[src/rtl/tinymips_pkg.sv]
// Shared TinyMIPS definitions: word width, boot FSM encoding and the opcode
// constants used by the boot RAM and by program-assembly helpers in benches.
// The FILL state is only reachable when TINYMIPS_BOOT_ZERO_FILL_EN is defined.
package tinymips_pkg;

  localparam int WORD_W = 16;

  // Boot front-end states: stream words in, optionally clear the tail, then run.
  typedef enum logic [1:0] {
    ST_LOAD = 2'd0,
    ST_FILL = 2'd1,
    ST_RUN  = 2'd2
  } boot_state_t;

  // Major opcode field, instruction bits [15:12].
  localparam logic [3:0] OP_ADD  = 4'h0;
  localparam logic [3:0] OP_SUB  = 4'h1;
  localparam logic [3:0] OP_AND  = 4'h2;
  localparam logic [3:0] OP_OR   = 4'h3;
  localparam logic [3:0] OP_SLT  = 4'h4;
  localparam logic [3:0] OP_BEQ  = 4'h5;
  localparam logic [3:0] OP_LW   = 4'h6;
  localparam logic [3:0] OP_ADDI = 4'h7;
  localparam logic [3:0] OP_SW   = 4'h8;
  localparam logic [3:0] OP_J    = 4'h9;

  // Packs an immediate-format word: opcode, rs, rt, 6-bit immediate.
  function automatic logic [WORD_W-1:0] mk_itype(
    input logic [3:0] op,
    input logic [2:0] rs,
    input logic [2:0] rt,
    input logic [5:0] imm
  );
    return {op, rs, rt, imm};
  endfunction

endpackage

[src/rtl/boot_ram_array.sv]
// Single-port synchronous RAM with registered, read-first output.
// Contents are never reset so the array maps onto block RAM.
module boot_ram_array
  import tinymips_pkg::*;
#(
  parameter int SIZE  = 8,
  parameter int DEPTH = 2 ** SIZE,
  parameter int WIDTH = WORD_W
) (
  input  logic             clk,
  input  logic             we,
  input  logic [SIZE-1:0]  addr,
  input  logic [WIDTH-1:0] din,
  output logic [WIDTH-1:0] dout
);

  logic [WIDTH-1:0] mem [DEPTH];
  logic [WIDTH-1:0] dout_reg;

  // Write and read share the address; the read returns the pre-write word.
  always_ff @(posedge clk) begin
    if (we) begin
      mem[addr] <= din;
    end
    dout_reg <= mem[addr];
  end

  assign dout = dout_reg;

endmodule

[src/rtl/tinymips_boot_ram.sv]
// TinyMIPS memory responder with a streaming boot loader in front of the RAM.
// The CPU is held in reset while words are loaded from address 0 upward.
// Define TINYMIPS_BOOT_ZERO_FILL_EN to clear the unloaded tail before release.
module tinymips_boot_ram
  import tinymips_pkg::*;
#(
  parameter int SIZE  = 8,
  parameter int DEPTH = 2 ** SIZE,
  parameter int WIDTH = WORD_W
) (
  input  logic             clk,
  input  logic             rst,
  input  logic             we,
  input  logic [SIZE-1:0]  addr,
  input  logic [WIDTH-1:0] din,
  output logic [WIDTH-1:0] dout,
  input  logic             ld_valid,
  output logic             ld_ready,
  input  logic [WIDTH-1:0] ld_data,
  input  logic             ld_last,
  output logic             cpu_rst,
  output logic             load_done,
  output logic             load_ovf
);

  localparam logic [SIZE-1:0] PTR_MAX = SIZE'(DEPTH - 1);

  boot_state_t      state_reg, state_next;
  logic [SIZE-1:0]  ptr_reg, ptr_next;
  logic             ovf_reg, ovf_next;
  logic             ld_ready_reg;
  logic             cpu_rst_reg;
  logic             dout_en_reg;
  logic             accept;
  logic             ram_we;
  logic [SIZE-1:0]  ram_addr;
  logic [WIDTH-1:0] ram_din;
  logic [WIDTH-1:0] ram_dout;

  assign accept = ld_valid & ld_ready_reg & (state_reg == ST_LOAD);

  // Next state and RAM port steering: loader owns the port in LOAD/FILL, CPU in RUN.
  always_comb begin
    state_next = state_reg;
    ptr_next   = ptr_reg;
    ovf_next   = ovf_reg;
    ram_we     = 1'b0;
    ram_addr   = ptr_reg;
    ram_din    = ld_data;
    case (state_reg)
      ST_LOAD: begin
        if (accept) begin
          ram_we = 1'b1;
          // The pointer saturates at the top word instead of wrapping.
          if (ptr_reg != PTR_MAX) begin
            ptr_next = ptr_reg + SIZE'(1);
          end
          if (ld_last) begin
`ifdef TINYMIPS_BOOT_ZERO_FILL_EN
            // Last word in the top slot leaves nothing to clear.
            state_next = (ptr_reg == PTR_MAX) ? ST_RUN : ST_FILL;
`else
            state_next = ST_RUN;
`endif
          end else if (ptr_reg == PTR_MAX) begin
            ovf_next   = 1'b1;
            state_next = ST_RUN;
          end
        end
      end
`ifdef TINYMIPS_BOOT_ZERO_FILL_EN
      ST_FILL: begin
        ram_we  = 1'b1;
        ram_din = '0;
        if (ptr_reg == PTR_MAX) begin
          state_next = ST_RUN;
        end else begin
          ptr_next = ptr_reg + SIZE'(1);
        end
      end
`endif
      ST_RUN: begin
        ram_we   = we;
        ram_addr = addr;
        ram_din  = din;
      end
      default: begin
        state_next = ST_LOAD;
      end
    endcase
    // No write of any kind lands while reset is asserted.
    if (rst) begin
      ram_we = 1'b0;
    end
  end

  // Boot FSM state plus registered handshake, CPU reset and output-enable flags.
  always_ff @(posedge clk) begin
    if (rst) begin
      state_reg    <= ST_LOAD;
      ptr_reg      <= '0;
      ovf_reg      <= 1'b0;
      ld_ready_reg <= 1'b0;
      cpu_rst_reg  <= 1'b1;
      dout_en_reg  <= 1'b0;
    end else begin
      state_reg    <= state_next;
      ptr_reg      <= ptr_next;
      ovf_reg      <= ovf_next;
      ld_ready_reg <= (state_next == ST_LOAD);
      cpu_rst_reg  <= (state_next != ST_RUN);
      dout_en_reg  <= (state_reg == ST_RUN);
    end
  end

  boot_ram_array #(
    .SIZE  (SIZE),
    .DEPTH (DEPTH),
    .WIDTH (WIDTH)
  ) u_array (
    .clk  (clk),
    .we   (ram_we),
    .addr (ram_addr),
    .din  (ram_din),
    .dout (ram_dout)
  );

  // The read register is not reset, so gate it until a RUN-cycle read has landed.
  assign dout      = dout_en_reg ? ram_dout : '0;
  assign ld_ready  = ld_ready_reg;
  assign cpu_rst   = cpu_rst_reg;
  assign load_done = (state_reg == ST_RUN);
  assign load_ovf  = ovf_reg;

endmodule
[config.mk]
export PLATFORM = sky130hd
export DESIGN_NAME = tinymips_boot_ram
export DESIGN_NICKNAME = d
export VERILOG_FILES = /design/src/rtl/tinymips_pkg.sv /design/src/rtl/boot_ram_array.sv /design/src/rtl/tinymips_boot_ram.sv
export SDC_FILE = /design/constraint.sdc
export NUM_CORES = 2
export LEC_CHECK = 0
export ABC_AREA = 0
export CORE_MARGIN = 3
export CORE_UTILIZATION = 28
export CTS_CLUSTER_DIAMETER = 150
export CTS_CLUSTER_SIZE = 24
export DETAILED_ROUTE_END_ITERATION = 10
export DONT_BUFFER_PORTS = 1
export PLACE_DENSITY = 0.39
export SETUP_SLACK_MARGIN = 0.1
export SLEW_MARGIN = 20
export SYNTH_ARGS = -nofsm -noshare
export SYNTH_HDL_FRONTEND = slang
export SYNTH_HIERARCHICAL = 1
export SYNTH_SLANG_ARGS = --single-unit
[constraint.sdc]
create_clock -name clk -period 9.8 [get_ports clk]
set_input_delay 0.98 -clock clk [delete_from_list [all_inputs] [get_ports clk]]
set_output_delay 0.98 -clock clk [all_outputs]
set_load 0.02 [all_outputs]
==> run metrics <==
overall die width 753 um; Syn Area/Cell 22.9 um^2; CP Max Fanout 101; Clock Latency Late Sink 0.97 ns; reg2reg end u_array/dout[5]; sequential fraction of the synthesis area 79.0%; CTS root buf clkbuf_16; drt pass-1 iters 5; Largest register FFs 4,096; slowest CP cell buf_4; worst hold margin 0.137 ns; outcome completed; Placer Congestion 0.751; Rel. slew slack 14.3%; count of cell types in the netlist 37; first-pass GRT wire length 664,000 um; Avg WL per Cell 33.5 um; Psw 6.41 mW; deepest clock path buffer count 4; First DRT Iteration DRCs 7,545; share of flip-flops with an asynchronous set or reset 0%; Mapped Area 156,000 um^2; I/O pin cnt 65; met2 wire len 233,000 um; initial antenna violation count 40; warnings from Yosys 6; Post-synth EDFFs 4,096; HPWL Detailed 282,000 um; Clk pwr share 31.0%; CP max stage delay 0.85 ns; combinational power share 4.2%; commonest non-fill, non-tap cell in the layout edfxtp_1; FF+latch count, synth 4,126; DIE AREA 568,000 um^2; Worst Hold Class in2reg; largest net degree at the start of global routing 166; routed vias/inst 5.04; layout cell share with drive strength beyond 1 26.9%; htree depth 4; Seq pwr share 64.8%; Final Hold Fails 0; commonest cells after routing, fill and taps aside edfxtp_1 (4,096), mux4_2 (1,024), a22oi_1 (512); cell count after synthesis 6,835; WHS Endpoint cpu_rst; DRC 0; slack of the worst reg-to-reg path 3.61 ns; MaxCap Viol Count 0; Worst Path Required 10.59 ns; Max Freq 162 MHz; final net count 7,055; Post-synth top flop edfxtp_1; fraction of the cycle the final worst path needs 63.1%; clock transition at the registers of the reported paths 0.10 ns; Starting Density 28.2%; Worst Clk Skew 0.0654 ns; setup bufs post-CTS 0; CP cell instances and2b_2 -> buf_4 -> mux2_8 -> buf_12 -> buf_4 -> mux4_2 -> a22oi_1 -> a21oi_1 -> o41ai_2 -> buf_4 -> nand4_1; All-Layer GR Usage 16.7%; RSZ-0062 raised after global routing false; Most common cell on crit path buf_4; setup_tns 0 ns; Setup violations, final 0; Tmin final 6.19 ns; uppermost layer routed met5; hold depth 1; Rows 273; leakage power 49.8 nW; WP data arrival 6.97 ns; Int Pwr 23.6 mW; Routed Wire Length 485,000 um; Layout area overhead 11.4%; met3 routed wirelength 23,300 um; core area 555,000 um^2; Sw Share 21.4%; power per standard cell area 172 nW/um^2; final-report max-slew violation count 0; Worst VDD drop 0.000135 V; Crit. End Element flop; Worst Max-Slew Pin Slew 1.28 ns; reg-to-reg startpoint state_reg[0]; # clock sinks 4,126; Mapped Nets 6,881; CP Launch Type flop; M1 wire length 222,000 um; vias in the first global route 74,965; CTS Buf Count 195; worst reg2reg path depth 11; Final ANT Viol Nets 0; CTS tree done; CP Class reg2reg; min-delay src rst; Port Buffer Count 0; DR vias 73,133; Chip Height 753 um; grt total ovfl 0
==> cells by family (layout without fill, tap and decap cells) <==
kind of cell / count (synthesis) / in the layout / synth area share, %
flops: 4126 / 4126 / 79.0
mux: 1049 / 1049 / 14.9
compound gates: 845 / 845 / 3.70
buf+inv: 428 / 662 / 1.25
simple gates: 380 / 380 / 1.06
xor+xnor: 5 / 5 / 0.0280
fa+ha+maj: 1 / 1 / 0.00800
other cells: 1 / 13 / 0.00240
==> worst max-delay path: cells and delay by family (launching register included) <==
kind | cells | cell delay (ns)
mux | 2 | 1.00
compound gates | 3 | 1.75
flops | 1 | 0.32
simple gates | 2 | 0.41
buf+inv | 4 | 2.15
==> metrics by stage <==
stage	cells	worst slack, ns	util (%)	area [um^2]	power (mW)
finish	14506	3.61	31.4	174000	30.0
global route	14495	3.36	31.4	174000	31.0
CTS	14493	3.54	31.4	174000	30.4
detailed placement	14235	3.59	30.4	169000	21.1
global placement	14220	3.36	30.3	168000	21.1
floorplan	6835	5.88	-	156000	20.6
==> worst max path at each step <==
| stage | startpoint | to | depth (start not counted) |
|---|---|---|---|
| 6_report | state_reg[0] | u_array/dout[5] | 11 |
| 5_1_grt | state_reg[0] | u_array/dout[5] | 11 |
| 4_1_cts | state_reg[0] | u_array/dout[5] | 11 |
| 3_5_place_dp | state_reg[0] | u_array/dout[5] | 11 |
| 3_3_place_gp | state_reg[0] | u_array/dout[3] | 10 |
| 2_1_floorplan | state_reg[0] | u_array/mem[145][0] | 11 |
==> power groups by stage <==
stage | combinational (mW) | clock (mW) | sequential, mW
floorplan | 0.787 | 0 | 19.8
global placement | 1.28 | 0 | 19.8
detailed placement | 1.31 | 0 | 19.8
CTS | 1.31 | 9.68 | 19.4
global route | 1.36 | 10.2 | 19.4
finish | 1.26 | 9.30 | 19.4
==> layout make-up <==
class	instances	area, um^2
Tap cell	7425	9290
Clock buffer	248	5160
Inverter	2	7.51
Fill cell	52882	381000
Sequential cell	4126	124000
Clock inverter	9	131
Antenna cell	12	30.0
Timing Repair Buffer	403	3450
Multi-Input combinational cell	2281	32500
==> synth_stat cells, drive strengths merged (2+ instances only) <==
master	count	area [um^2]
o21ai	4	31.3
buf	175	1010
and2	20	125
nand3	15	75.1
dfxtp	30	601
nand4	18	113
nand2b	7	43.8
o2111ai	2	17.5
nand2	30	113
nor3	30	150
mux4	1024	23100
nor2b	9	56.3
or3	3	18.8
or2	2	12.5
o211ai	2	15.0
edfxtp	4096	123000
a22oi	512	3840
o41ai	64	561
nor2	242	908
inv	2	7.51
clkbuf	251	942
xor2	5	43.8
mux2	24	270
a21oi	259	1300
==> metal layers <==
metal,vias up,GRT usage (%)
met4,8,2.31
met2,1698,27.4
met3,323,2.20
met1,41701,24.3
li1,29403,-
met5,-,0
==> timing repair <==
action	in CTS	in global routing
endpoints found under the hold margin	12	0
hold buffers	1	0
gates resized for setup	0	0
endpoints found under the setup margin	0	0
No activity file was read; power rests on OpenSTA's default activity.
